`src/rtl/lfsr_pkg.sv`:
```
// Shared types and constants for the LFSR burst sequencer: FSM state encoding,
// default seed/taps and the Fibonacci advance function used by core and controller.
package lfsr_pkg;

  typedef enum logic [1:0] {
    ST_IDLE = 2'd0,
    ST_LOAD = 2'd1,
    ST_RUN  = 2'd2,
    ST_DONE = 2'd3
  } state_e;

  localparam int          LFSR_WIDTH_DEF = 22;
  localparam int          TAP_A_DEF      = 21;
  localparam int          TAP_B_DEF      = 20;
  localparam logic [21:0] SEED_DEF       = 22'h2FFFFF;

  // Shift left by one and feed tap_a ^ tap_b into bit 0; the result is masked
  // to 'width' bits so one function serves every instance width up to 64.
  function automatic logic [63:0] lfsr_advance(input logic [63:0] s,
                                               input int          width,
                                               input int          tap_a,
                                               input int          tap_b);
    logic [63:0] mask;
    logic [5:0]  ia;
    logic [5:0]  ib;
    ia   = tap_a[5:0];
    ib   = tap_b[5:0];
    mask = (width >= 64) ? '1 : ((64'd1 << width) - 64'd1);
    return ((s << 1) | {63'd0, s[ia] ^ s[ib]}) & mask;
  endfunction

endpackage

```
`src/rtl/lfsr_core.sv`:
```
// Shift register of the sequencer: loads a seed, or advances one step per
// 'step' pulse using lfsr_pkg::lfsr_advance; otherwise holds.
module lfsr_core
  import lfsr_pkg::*;
#(
  parameter int WIDTH = LFSR_WIDTH_DEF,
  parameter int TAP_A = TAP_A_DEF,
  parameter int TAP_B = TAP_B_DEF
) (
  input  logic             clk,
  input  logic             reset,
  input  logic             load,
  input  logic [WIDTH-1:0] seed,
  input  logic             step,
  output logic [WIDTH-1:0] state
);

  logic [WIDTH-1:0] r_state;
  logic [WIDTH-1:0] w_next;

  assign w_next = WIDTH'(lfsr_advance(64'(r_state), WIDTH, TAP_A, TAP_B));

  // NOTE: registers use non-blocking (<=) so every flop samples pre-edge values.
  always_ff @(posedge clk) begin
    if (reset) begin
      r_state <= '0;
    end else if (load) begin
      r_state <= seed;
    end else if (step) begin
      r_state <= w_next;
    end
  end

  assign state = r_state;

endmodule

```
`src/rtl/lfsr_seq_ctrl.sv`:
```
// Burst controller around lfsr_core: IDLE/LOAD/RUN/DONE FSM, burst counter and
// valid/ready output. Optional period checker enabled by LFSR_SEQ_CTRL_PERIOD_CHK_EN.
module lfsr_seq_ctrl
  import lfsr_pkg::*;
#(
  parameter int               WIDTH = LFSR_WIDTH_DEF,
  parameter int               TAP_A = TAP_A_DEF,
  parameter int               TAP_B = TAP_B_DEF,
  parameter logic [WIDTH-1:0] SEED  = WIDTH'(SEED_DEF),
  parameter int               LEN_W = 16
) (
  input  logic                    clk,
  input  logic                    reset,
  input  logic                    start,
  input  logic                    seed_sel,
  input  logic [WIDTH-1:0]        seed_in,
  input  logic [LEN_W-1:0]        burst_len,
  input  logic                    abort,
  input  logic                    out_ready,
  output logic                    out_valid,
  output logic signed [WIDTH-1:0] out_data,
  output logic                    busy,
`ifdef LFSR_SEQ_CTRL_PERIOD_CHK_EN
  output logic                    done,
  output logic                    cycle,
  output logic [WIDTH-1:0]        period_len
`else
  output logic                    done
`endif
);

  state_e           r_state;
  state_e           w_state_next;
  logic [WIDTH-1:0] r_seed;
  logic [LEN_W-1:0] r_len;
  logic [LEN_W-1:0] r_remain;
  logic [WIDTH-1:0] w_lfsr;
  logic             w_accept_start;
  logic             w_load;
  logic             w_step;

  assign w_accept_start = (r_state == ST_IDLE) && start && !abort;
  assign w_load         = (r_state == ST_LOAD) && !abort;
  // Abort wins over a simultaneous handshake: no advance, no decrement.
  assign w_step         = (r_state == ST_RUN) && out_ready && !abort;

  lfsr_core #(
    .WIDTH(WIDTH),
    .TAP_A(TAP_A),
    .TAP_B(TAP_B)
  ) u_core (
    .clk  (clk),
    .reset(reset),
    .load (w_load),
    .seed (r_seed),
    .step (w_step),
    .state(w_lfsr)
  );

  // NOTE: next state gets a default first so no path leaves it unassigned (no latch).
  always_comb begin
    w_state_next = r_state;
    unique case (r_state)
      ST_IDLE: if (w_accept_start) w_state_next = ST_LOAD;
      ST_LOAD: w_state_next = abort ? ST_IDLE : ST_RUN;
      ST_RUN: begin
        if (abort) begin
          w_state_next = ST_IDLE;
        end else if (w_step && (r_remain == LEN_W'(1))) begin
          w_state_next = ST_DONE;
        end
      end
      ST_DONE: w_state_next = ST_IDLE;
      default: w_state_next = ST_IDLE;
    endcase
  end

  // Seed choice and length are captured with start; a zero external seed
  // would lock the LFSR, so it falls back to SEED.
  always_ff @(posedge clk) begin
    if (reset) begin
      r_state  <= ST_IDLE;
      r_seed   <= '0;
      r_len    <= '0;
      r_remain <= '0;
    end else begin
      r_state <= w_state_next;
      if (w_accept_start) begin
        r_seed <= (seed_sel && (seed_in != '0)) ? seed_in : SEED;
        r_len  <= burst_len;
      end
      if (w_load) begin
        r_remain <= r_len;
      end else if (w_step && (r_remain != '0)) begin
        r_remain <= r_remain - 1'b1;
      end
    end
  end

  assign out_valid = (r_state == ST_RUN);
  assign out_data  = out_valid ? $signed(w_lfsr) : '0;
  assign busy      = (r_state != ST_IDLE);
  assign done      = (r_state == ST_DONE) && !abort;

`ifdef LFSR_SEQ_CTRL_PERIOD_CHK_EN
  logic [WIDTH-1:0] r_adv_cnt;
  logic [WIDTH-1:0] r_period;
  logic             r_cycle;
  logic [WIDTH-1:0] w_lfsr_next;

  assign w_lfsr_next = WIDTH'(lfsr_advance(64'(w_lfsr), WIDTH, TAP_A, TAP_B));

  // The count restarts on each return to the seed so period_len stays one period.
  always_ff @(posedge clk) begin
    if (reset) begin
      r_adv_cnt <= '0;
      r_period  <= '0;
      r_cycle   <= 1'b0;
    end else begin
      r_cycle <= 1'b0;
      if (w_load) begin
        r_adv_cnt <= '0;
      end else if (w_step) begin
        if (w_lfsr_next == r_seed) begin
          r_cycle   <= 1'b1;
          r_period  <= r_adv_cnt + 1'b1;
          r_adv_cnt <= '0;
        end else begin
          r_adv_cnt <= r_adv_cnt + 1'b1;
        end
      end
    end
  end

  assign cycle      = r_cycle;
  assign period_len = r_period;
`endif

endmodule

```
`config.mk`:
```
export PLATFORM = sky130hd
export DESIGN_NAME = lfsr_seq_ctrl
export DESIGN_NICKNAME = d
export VERILOG_FILES = /design/src/rtl/lfsr_pkg.sv /design/src/rtl/lfsr_core.sv /design/src/rtl/lfsr_seq_ctrl.sv
export SDC_FILE = /design/constraint.sdc
export NUM_CORES = 1
export LEC_CHECK = 0
export CAP_MARGIN = 20
export CORE_ASPECT_RATIO = 0.8
export CORE_MARGIN = 2
export CORE_UTILIZATION = 45
export DETAILED_ROUTE_END_ITERATION = 8
export PLACE_DENSITY = 0.71
export SLEW_MARGIN = 25
export SYNTH_ARGS = -nofsm -noshare
export SYNTH_HDL_FRONTEND = slang
export SYNTH_SLANG_ARGS = --single-unit
```
`constraint.sdc`:
```
create_clock -name clk -period 2.1 [get_ports clk]
set_input_delay 0.42 -clock clk [delete_from_list [all_inputs] [get_ports clk]]
set_output_delay 0.42 -clock clk [all_outputs]
set_load 0.02 [all_outputs]
```
======== Word level (Yosys, flattened, before mapping) ========
Cells that the tools add are included.
word-level totals
  logic and storage cells ................. 42
  bits in registers ....................... 78
operators by class
  bitwise operators ....................... 2
  add/subtract/negate cells ............... 1
  muxes and demuxes ....................... 11
  reductions and logical operators ........ 17
  equality and inequality tests ........... 6
operators with widths
  cell                   number
  $mux 22                4
  $mux 16                2
  $or 22x1->22           1
  $reduce_bool 22->1     1
  $eq 16x1->1 const B    1
  $reduce_bool 16->1     1
  $sub 16x1->16 const B  1
  $logic_and 1x1->1      9
  $mux 2                 4
  $pmux 2 s4             1
  $reduce_bool 2->1      3
  $eq 2x2->1 const B     2
  $ne 3x2->1 const B     1
  $eq 2x1->1 const B     1
  $logic_not 2->1        1
  $ne 2x2->1 const B     1
  $reduce_and 2->1       1
  $logic_not 1->1        1
  $xor 1x1->1            1

======== Depth between registers and ports, before layout ========
  word-level depth ........................ 7
  mapped depth ............................ 8

======== By module ========
A second synthesis with hierarchy kept.
second synthesis, totals
  cells, all modules ...................... 446
  area, all modules ....................... 3818.7 µm²
by module, submodules not included
  module         times used  cells an instance  area an instance (µm²)
  lfsr_seq_ctrl  1           346                2761.4
  lfsr_core      1           100                1057.3

======== Worst setup path before layout ========
OpenSTA, ideal clock, no wires.
  path type ............................... register -> register
  from .................................... register r_remain[0]
  to ...................................... register r_remain[2]
  data required time ...................... 1967 ps
  arrival time ............................ 1847 ps
  buffers on the path ..................... 1
  setup time .............................. 133 ps
  cell stages (with the launch flop) ...... 9
  clock period less this slack ............ 1979 ps
  slack ................................... 121 ps
  cells stage by stage .................... dfxtp_1 -> inv_1 -> ha_1 -> nor3b_2 -> nand3_2 -> o41a_1 -> clkbuf_1 -> nand2_1 -> a21oi_1
on the way
  longest elaborated chain between the ends .. 3
RTL lines
  element                                                     line                                      source
  from (decl)                                                 lfsr_seq_ctrl.sv:36                       logic [LEN_W-1:0] r_remain;
  from (signal assigned)                                      lfsr_seq_ctrl.sv:93                       r_remain <= r_len;
  from (signal assigned)                                      lfsr_seq_ctrl.sv:95                       r_remain <= r_remain - 1'b1;
  $sub 16x1->16 / $reduce_bool 16->1 (equally long branches)  lfsr_seq_ctrl.sv:95, lfsr_seq_ctrl.sv:94
  $mux 16 / $logic_and 1x1->1 (equally long branches)         lfsr_seq_ctrl.sv:94                       end else if (w_step && (r_remain != '0)) begin
  $mux 16 / $reduce_bool 2->1 (equally long branches)         n/a
Several ways; a longest one is shown, not always the timed one. The select of a mux whose other input is x is not followed.
A chain may end at the register's enable or synchronous reset.

======== Final worst setup path ========
  from .................................... input abort
  to ...................................... output done
on the way
  longest elaborated chain between the ends .. 2
RTL lines
  element            line                  source
  from (decl)        lfsr_seq_ctrl.sv:18   input logic abort,
  $logic_not 1->1    lfsr_seq_ctrl.sv:103  assign done = (r_state == ST_DONE) && !abort;
  $logic_and 1x1->1  lfsr_seq_ctrl.sv:103
  to (decl)          lfsr_seq_ctrl.sv:28   output logic done
No other way between the ends.

==> results.toml <==
[outcome]
run_status = "completed"

[detailed_routing]
drt_wl_total_um = 9420
final_antenna_net_count = 0
drt_pre_antenna_iters = 5
routedWlPerCell_um = 13.8
vias_per_cell = 5.28
wl_met1_um = 4590
wl_met3_um = 506
dr_total_vias = 3604
top_layer = "met4"
met2_wirelength_um = 4250
drt_iter0_markers = 201
drc_errors = 0

[timing]
finalCriticalPeriod_ns = 2.06
tightestPinTransition_ns = 0.370
rsz0062_at_grt = "false"
min_period_over_period_pct = 98.2
fmax_ghz = 0.485
finalSetupViolCount = 0
clock_skew_ns = 0.0102
slew_headroom_pct = 74.7
hold_viol_final = 0
drv_slew = 0

[logic_synthesis]
ys_seq_area_share_pct = 42.7
synth-async-reset-ratio_pct = 0
avgSynthCellArea_um2 = 7.62
synth_edf_count = 0
syn_inst = 480
yosys_warnings = 0
yosys.area.top_type = "dfxtp_1"
synth_fp_nets = 526
synth_top_area_share_pct = 42.7
yosys-top-cells-area = "dfxtp_1, nand2_1, nor3_1"
synth_cell_types = 49
synth-seq-cells = 78
synth_ff_type = "dfxtp_1"
netlist_area_um2 = 3660

[global_route]
grt_max_degree = 79
grt_pass1_wl_um = 16100
antenna_found_initial = 0
overflow = 0
grt_pass1_vias = 3376
gr-usage-all-layers_pct = 22.1

[setup_path]
worstPathMaxFanout = 2
crit_path_max_incr_delay_ns = 0.59
critPathBufInv = 2
endpoint_kind = "output port"
crit_required_ns = 1.68
critical_path.most_common_cell = "clkdlybuf4s50_1"
path_cells = "clkdlybuf4s50_1 > and3b_1 > clkdlybuf4s50_1"
cp-start-kind = "input pin"
critical-path-top-delay-family = "buffers and inverters"
slowest_stage = "clkdlybuf4s50_1"
r2r_slack_ns = 0.15
setup.worst_path.class = "input pin to output port"
cp.arrival_ns = 1.64

[cells_and_area]
fin_nets = 615
drive_above_1_share_pct = 12.9
diodes = 0
fin_cells = 682
final_common_cell = "nand2_1"
layout_common_cells = "nand2_1, dfxtp_1, nor2_1"
area_growth_pct = 34.5

[cts]
cts_buffers = 9
clock-sinks = 78
cts.path.max_buffers = 2
holdBufCountCts = 0
clk_pin_slew_ns = 0.08
cts_tree = "done"
clk_latency_ns = 0.35
cts_root_buf = "clkbuf_8"
cts-htree-levels = 3

[placement]
placed_cells = 663
post-dp-hpwl_um = 6450
place_congestion = 0.844
port_buffers = 68

[die]
core_um2 = 7910
die_x_um = 105
die_h_um = 84.7
num_rows = 29
io_pins = 69
initial_core_util_pct = 46.3
die_area_um2 = 8870

[power_and_ir_drop]
ir_drop_mv = 0.416
power_density_nw_per_um2 = 669
total_power_mw = 3.29
p_leak_nw = 1.89

[job]
max_cap_viol_count = 0

[min_path]
worstHoldPathType = "flip-flop to flip-flop"
kinds of logic after synthesis:
group / count (synthesis) / synth area share, %
mux: 1 / 0.274
buf+inv: 41 / 4.51
compound gates: 99 / 18.7
simple gates: 258 / 33.0
xor+xnor: 1 / 0.239
fa+ha+maj: 2 / 0.684
flops: 78 / 42.7
where the power goes:
group | internal (mW) | switching (mW)
combinational | 0.303 | 0.287
clock | 0.552 | 0.552
sequential | 1.55 | 0.0480
total | 2.41 | 0.887
registers in the layout, summed over array words and instances, names as in the netlist:
register,flops
r_len,16
r_remain,16
r_seed,22
r_state,2
u_core.state,22
stage by stage:
stage	setup TNS [ns]	hold slack [ns]	setup WS, ns	util (%)	instance area (um2)
floorplan	0	0.436	0.121	-	3660
global placement	-3.90	0.447	-0.205	59.9	4740
detailed placement	-5.17	0.450	-0.214	59.9	4740
CTS	0	0.463	0.0290	62.0	4900
global route	0	0.488	0.00136	62.2	4920
finish	0	0.460	0.0381	62.2	4920
final timing paths:
check,start,end,cells after the start
max,abort,done,3
min,r_len[9],r_len[9],2
max reg2reg,r_remain[1],r_remain[7],8
min reg2reg,r_len[9],r_len[9],2
final cells by class:
class | instances | area (um2)
Multi-Input combinational cell | 361 | 1950
Inverter | 3 | 11.3
Sequential cell | 78 | 1560
Clock inverter | 5 | 58.8
Tap cell | 108 | 135
Timing Repair Buffer | 116 | 1070
Clock buffer | 11 | 131
Fill cell | 746 | 2990
repair_timing:
action,4_1_cts,5_1_grt
buffers inserted,0,3
gates resized for setup,24,0
hold endpoints to repair,0,0
endpoints found under the setup margin,23,1
pin swaps,0,1
worst reg2reg max path, cell delays in order, from the launching register on:
cell and delay (ns):
dfxtp_1 0.35, inv_1 0.08, ha_1 0.17, nor3b_2 0.22, nand3_2 0.15, o41a_1 0.52
buf_4 0.21, nand2_1 0.06, a21oi_1 0.06
synth_stat cells, types with 4 or more instances:
cell and count:
a21oi_1 36, a22o_1 4, o21ai_0 10, nor3_1 47, clkbuf_1 31, nor4_1 7
a311oi_1 21, nand2_1 102, dfxtp_1 78, and2_1 23, nor2_1 55, o21ai_1 8
metal layers:
layer	GRT usage [%]	vias to the layer above
met5	0	-
met1	31.2	1652
met3	5.43	7
li1	-	1850
met4	4.73	0
met2	34.3	95
No activity file was read; power rests on OpenSTA's default activity.
